<file path="config.mk">
export PLATFORM = sky130hd
export DESIGN_NAME = clk_div_multi
export DESIGN_NICKNAME = d
export VERILOG_FILES = /design/src/rtl/clk_div_pkg.sv /design/src/rtl/clk_div_chan.sv /design/src/rtl/clk_div_multi.sv
export SDC_FILE = /design/constraint.sdc
export NUM_CORES = 1
export LEC_CHECK = 0
export ABC_AREA = 1
export BUFFER_PORTS_ARGS = -buffer_cell sky130_fd_sc_hd__buf_2
export CORE_ASPECT_RATIO = 0.5
export CORE_UTILIZATION = 53
export CTS_CLUSTER_SIZE = 30
export DETAILED_ROUTE_END_ITERATION = 10
export PLACE_DENSITY = 0.69
export SLEW_MARGIN = 10
export SYNTH_ARGS = -nofsm -noshare
export SYNTH_HDL_FRONTEND = slang
export SYNTH_SLANG_ARGS = --single-unit
</file>
<file path="constraint.sdc">
create_clock -name clkIn -period 6.33 [get_ports clkIn]
set_input_delay 1.5825 -clock clkIn [delete_from_list [all_inputs] [get_ports clkIn]]
set_output_delay 1.5825 -clock clkIn [all_outputs]
set_load 0.05 [all_outputs]
</file>
<file path="src/rtl/clk_div_pkg.sv">
// Shared types and helpers for the multi-channel clock divider.
// Ratio values are carried in a container wide enough for the largest counter width.
package clk_div_pkg;

  localparam int RATIO_W_MAX = 16;

  typedef logic [RATIO_W_MAX-1:0] ratio_t;

  // A stored ratio of zero behaves exactly like divide-by-one.
  localparam ratio_t RATIO_ZERO_MAP = ratio_t'(1);

  function automatic int ch_idx_w(input int n);
    return (n > 1) ? $clog2(n) : 1;
  endfunction

  function automatic ratio_t eff_ratio(input ratio_t r);
    return (r == '0) ? RATIO_ZERO_MAP : r;
  endfunction

endpackage

</file>
<file path="src/rtl/clk_div_chan.sv">
// One divider channel: phase counter, active/shadow ratio, pending flag,
// registered divided clock and wrap strobe.
module clk_div_chan
  import clk_div_pkg::*;
#(
  parameter int W         = 8,
  parameter int DEF_RATIO = 2
) (
  input  logic         clkIn,
  input  logic         rst,
  input  logic         sync,
  input  logic         i_load,
  input  logic [W-1:0] i_ratio,
  output logic         o_clk,
  output logic         o_strobe,
  output logic [W-1:0] o_cnt,
  output logic         o_pending
);

  localparam logic [W-1:0] DEF_R   = W'(DEF_RATIO);
  localparam logic         DEF_CLK = (DEF_RATIO >= 2);

  logic [W-1:0] r_cnt;
  logic [W-1:0] r_ratio;
  logic [W-1:0] r_shadow;
  logic         r_pending;
  logic         r_clk;

  logic [W-1:0] w_eff;
  logic [W-1:0] w_last;
  logic [W-1:0] w_cnt_next;
  logic [W-1:0] w_ratio_next;
  logic [W-1:0] w_half_next;
  logic         w_wrap;
  logic         w_apply;
  logic         w_pending_next;

  assign w_eff  = W'(eff_ratio(ratio_t'(r_ratio)));
  assign w_last = w_eff - W'(1);
  assign w_wrap = (r_cnt == w_last);

  // A new ratio only lands on a period boundary (or a forced sync), so phases never get clipped.
  assign w_apply        = r_pending & (sync | w_wrap);
  assign w_ratio_next   = w_apply ? r_shadow : r_ratio;
  assign w_cnt_next     = (sync | w_wrap) ? '0 : r_cnt + W'(1);
  assign w_half_next    = W'(eff_ratio(ratio_t'(w_ratio_next))) >> 1;
  assign w_pending_next = i_load | (r_pending & ~w_apply);

  always_ff @(posedge clkIn or negedge rst) begin
    if (!rst) begin
      r_cnt     <= '0;
      r_ratio   <= DEF_R;
      r_shadow  <= DEF_R;
      r_pending <= 1'b0;
      r_clk     <= DEF_CLK;
    end else begin
      r_cnt     <= w_cnt_next;
      r_ratio   <= w_ratio_next;
      r_pending <= w_pending_next;
      r_clk     <= (w_cnt_next < w_half_next);
      if (i_load) begin
        r_shadow <= i_ratio;
      end
    end
  end

  assign o_clk     = r_clk;
  assign o_strobe  = w_wrap & ~sync;
  assign o_cnt     = r_cnt;
  assign o_pending = r_pending;

endmodule

</file>
<file path="src/rtl/clk_div_multi.sv">
// NCH independent programmable clock dividers sharing one clock, a sync
// request and a single ratio-load port with per-channel backpressure.
module clk_div_multi
  import clk_div_pkg::*;
#(
  parameter int NCH       = 2,
  parameter int W         = 8,
  parameter int DEF_RATIO = 2
) (
  input  logic                        clkIn,
  input  logic                        rst,
  input  logic                        sync,
  input  logic                        cfgValid,
  input  logic [ch_idx_w(NCH)-1:0]    cfgCh,
  input  logic [W-1:0]                cfgRatio,
  output logic                        cfgReady,
  output logic [NCH-1:0]              clkOut,
  output logic [NCH-1:0]              strobe,
  output logic [NCH*W-1:0]            cntOut,
  output logic [NCH-1:0]              pending
);

  localparam int CW = ch_idx_w(NCH);

  logic [NCH-1:0] w_sel;
  logic [NCH-1:0] w_load;
  logic           w_ready;

  // An out-of-range channel selects nothing, so it can never be ready.
  assign w_ready  = |(w_sel & ~pending);
  assign cfgReady = w_ready;

  genvar gi;
  generate
    for (gi = 0; gi < NCH; gi++) begin : g_chan
      assign w_sel[gi]  = (cfgCh == CW'(gi));
      assign w_load[gi] = cfgValid & w_ready & w_sel[gi];

      clk_div_chan #(
        .W         (W),
        .DEF_RATIO (DEF_RATIO)
      ) u_chan (
        .clkIn     (clkIn),
        .rst       (rst),
        .sync      (sync),
        .i_load    (w_load[gi]),
        .i_ratio   (cfgRatio),
        .o_clk     (clkOut[gi]),
        .o_strobe  (strobe[gi]),
        .o_cnt     (cntOut[gi*W +: W]),
        .o_pending (pending[gi])
      );
    end
  endgenerate

endmodule

</file>
==> flow_metrics.env <==
export IMPL_start_util_pct=56.29
export IMPL_synth_seq_cells=52
export IMPL_power_switching_uw=386.0
export IMPL_htreeDepth=2
export IMPL_die_y_um=56.59
export IMPL_n_fill_cell=506
export IMPL_post_cts_buffers=0
export IMPL_post_route_period_util_pct=65.31
export IMPL_cts_num_sinks=52
export IMPL_num_rows=19
export IMPL_place_hpwl_um=4952
export IMPL_worst_path_largest_cell_delay_ps=430
export IMPL_drt_wl_total_um=6480
export IMPL_cts_buffers=5
export IMPL_hold_class="flop to flop"
export IMPL_fin_crit_ps=4134
export IMPL_coreArea_um2=5610
export IMPL_grt_ovfl_total=0
export IMPL_routed_via_count=2584
export IMPL_io_pins=36
export IMPL_syn_inst=414
export IMPL_path_cells="nor2_2 -> nand2_2 -> o21ai_2 -> inv_1 -> ha_1 -> inv_1 -> nand2_1 -> nand3_1 -> nand2_1 -> nor2_1 -> nand3_1 -> nor2_1 -> nand3_2 -> nor2_1 -> buf_2"
export IMPL_maxSlewViolCount=0
export IMPL_path_clk_slew_ps=60
export IMPL_clock_latency_ps=290
export IMPL_syn_num_nets=443
export IMPL_setup_violations=0
export IMPL_layoutNonFillerInstCount=521
export IMPL_grt_max_degree=53
export IMPL_via_per_inst=4.960
export IMPL_cp_end_kind="primary output"
export IMPL_ys_warn_count=0
export IMPL_reg2reg_slack_ps=2920
export IMPL_post_cts_resized=0
export IMPL_powerDensity_nw_per_um2=300.6
export IMPL_fin_skew_ps=6.504
export IMPL_cpMostUsedCell="nor2_1"
export IMPL_required_ps=4750
export IMPL_cap_violations=0
export IMPL_grt_usage_pct=23.21
export IMPL_fmax_mhz=241.9
export IMPL_hold_ws_ps=476.3
export IMPL_clock_power_share_pct=25.8
export IMPL_ant_nets=0
export IMPL_switching_share_pct=36.54
export IMPL_crit_fanout=5
export IMPL_pwr_share_comb_pct=31.6
export IMPL_first_pass_iters=4
export IMPL_cts_tree="built"
export IMPL_grt_pass1_wl_um=11410
export IMPL_post_drt_wl_per_cell_um=12.44
export IMPL_crit_type="flop to primary output"
export IMPL_hold_viol=0
export IMPL_clk_path_buf_depth=2
export IMPL_area_growth_pct=11.25
export IMPL_place_inst=513
export IMPL_p_seq_share_pct=42.6
export IMPL_antenna_found_initial=0
export IMPL_die_w_um=111.2
export IMPL_yosysTopAreaCellShare_pct=36.45
export IMPL_status="finished clean"
export IMPL_die_area_um2=6290
export IMPL_cp_arrival_ps=2550
export IMPL_slew_limit_headroom_pct=57.10
export IMPL_drtIter0Drc=144
export IMPL_finalSetupTns_ps=0
export IMPL_synth_area_um2=3158
export IMPL_worst_slew_pin_slew_ps=643.5
export IMPL_rsz0062_at_grt="no"
export IMPL_portBuffers=35
export IMPL_critPathLaunchType="flop"
export IMPL_gp_congestion=0.9250
export IMPL_grt_pass1_vias=2535
export IMPL_ys_types=32
export IMPL_diodes=0
export IMPL_peakVddDrop_uv=153.8
export IMPL_final_nets=476
export IMPL_final_util_pct=62.62
export IMPL_cts_hold_buf=0
export IMPL_layout_drive_gt1_share_pct=16.74
export IMPL_leakagePower_uw=0.002045
export IMPL_drc=0
export IMPL_yosysSeqAreaShare_pct=41.44
export IMPL_root_buffer="clkbuf_16"
export IMPL_synth_area_leaders="dfrtp_1, nand2_1, inv_1"
export IMPL_critPathSlowestCell="dfrtp_1"
export IMPL_syn_area_per_cell_um2=7.628
export IMPL_internal_power_uw=670.3
export IMPL_synth_top_area_cell="dfrtp_1"
metrics by stage:
stage          setup slack [ps]  area, um^2  total power [uW]
4_1_cts                    2197        3513              1066
2_1_floorplan              2079        3158             708.3
3_5_place_dp               2521        3367             788.7
6_report                   2196        3513              1056
3_3_place_gp               2586        3367             776.0
5_1_grt                    2009        3513              1136
cell families (layout without fill, tap and decap cells):
kind of cell / Yosys count / in the layout / share of synthesized area, %
fa+ha+maj: 16 / 16 / 6.339
xor+xnor: 14 / 14 / 3.883
compound gates: 45 / 45 / 8.479
buf+inv: 88 / 122 / 11.33
simple gates: 199 / 199 / 28.53
flops: 52 / 52 / 41.44
layout make-up:
| cell class | instances | area [um^2] | area share (%) |
|---|---|---|---|
| multi-input combinational | 274 | 1491 | 42.45 |
| inverter | 78 | 292.8 | 8.333 |
| clock buffer | 8 | 146.4 | 4.167 |
| timing repair buffer | 36 | 182.7 | 5.199 |
| tap | 73 | 91.34 | 2.600 |
| sequential | 52 | 1309 | 37.25 |
power groups by stage:
stage	registers, uW	logic [uW]	clock network (uW)
finish	450	333	273
global route	458	387	291
CTS	450	335	280
detailed placement	455	334	0
global placement	454	322	0
floorplan	452	257	0
placed cells by master (no fill, tap or decap), drive strengths merged:
master and n:
xnor2 6, nor2 40, ha 16, and3 4, and2 2, nand3 24
a21o 2, inv 78, dfstp 6, buf 36, o21ai 32, nand2 118
nor3 7, nand3b 1, a211o 2, a21oi 9, dfrtp 46, xor2 8
clkbuf 8, nand4 3
layer usage:
layer  GRT usage (%)  wire [um]
met2           38.04       2837
met3           3.348        231
met5               0          0
met4           8.301        117
met1           31.80       3293
critical path: cells and delay by family (launching register included):
kind | cells | cell delay, ps
buf+inv | 3 | 430
fa+ha+maj | 1 | 250
flops | 1 | 430
compound gates | 1 | 130
simple gates | 10 | 1010
path summary, 6_finish.rpt:
check | from | end | cells after the start
max | g_chan[1].u_chan.r_ratio[2] | strobe[1] | 15
min | g_chan[1].u_chan.r_shadow[7] | g_chan[1].u_chan.r_shadow[7] | 2
max reg2reg | g_chan[1].u_chan.r_ratio[2] | g_chan[1].u_chan.o_clk | 20
min reg2reg | g_chan[1].u_chan.r_shadow[7] | g_chan[1].u_chan.r_shadow[7] | 2
max in group asynchronous | rst | g_chan[1].u_chan.o_cnt[6] | 2
min in group asynchronous | rst | g_chan[0].u_chan.o_cnt[0] | 2
sequential cells by signal, summed over array words and instances (netlist names):
| name | cells |
|---|---|
| g_chan.u_chan.o_clk | 2 |
| g_chan.u_chan.r_ratio | 16 |
| g_chan.u_chan.r_shadow | 16 |
| g_chan.u_chan.o_pending | 2 |
| g_chan.u_chan.o_cnt | 16 |
Yosys cell counts:
master    number
nand2_1      108
inv_1         75
dfrtp_1       46
nor2_1        35
o21ai_0       26
nand3_1       22
ha_1          16
xor2_1         8
buf_4          7
a21oi_1        6
dfstp_2        6
nor3_1         6
xnor2_1        6
nand2_2        5
nand2_4        5
and3_1         4
nor2_2         4
inv_2          3
nand4_1        3
o21ai_1        3
o21ai_2        3
a211o_1        2
a21o_1         2
a21oi_2        2
and2_1         2
clkbuf_1       2
nand3_2        2
a21oi_4        1
buf_2          1
nand3b_1       1
nor2_4         1
nor3_4         1
(Power assumes the default switching activity.)
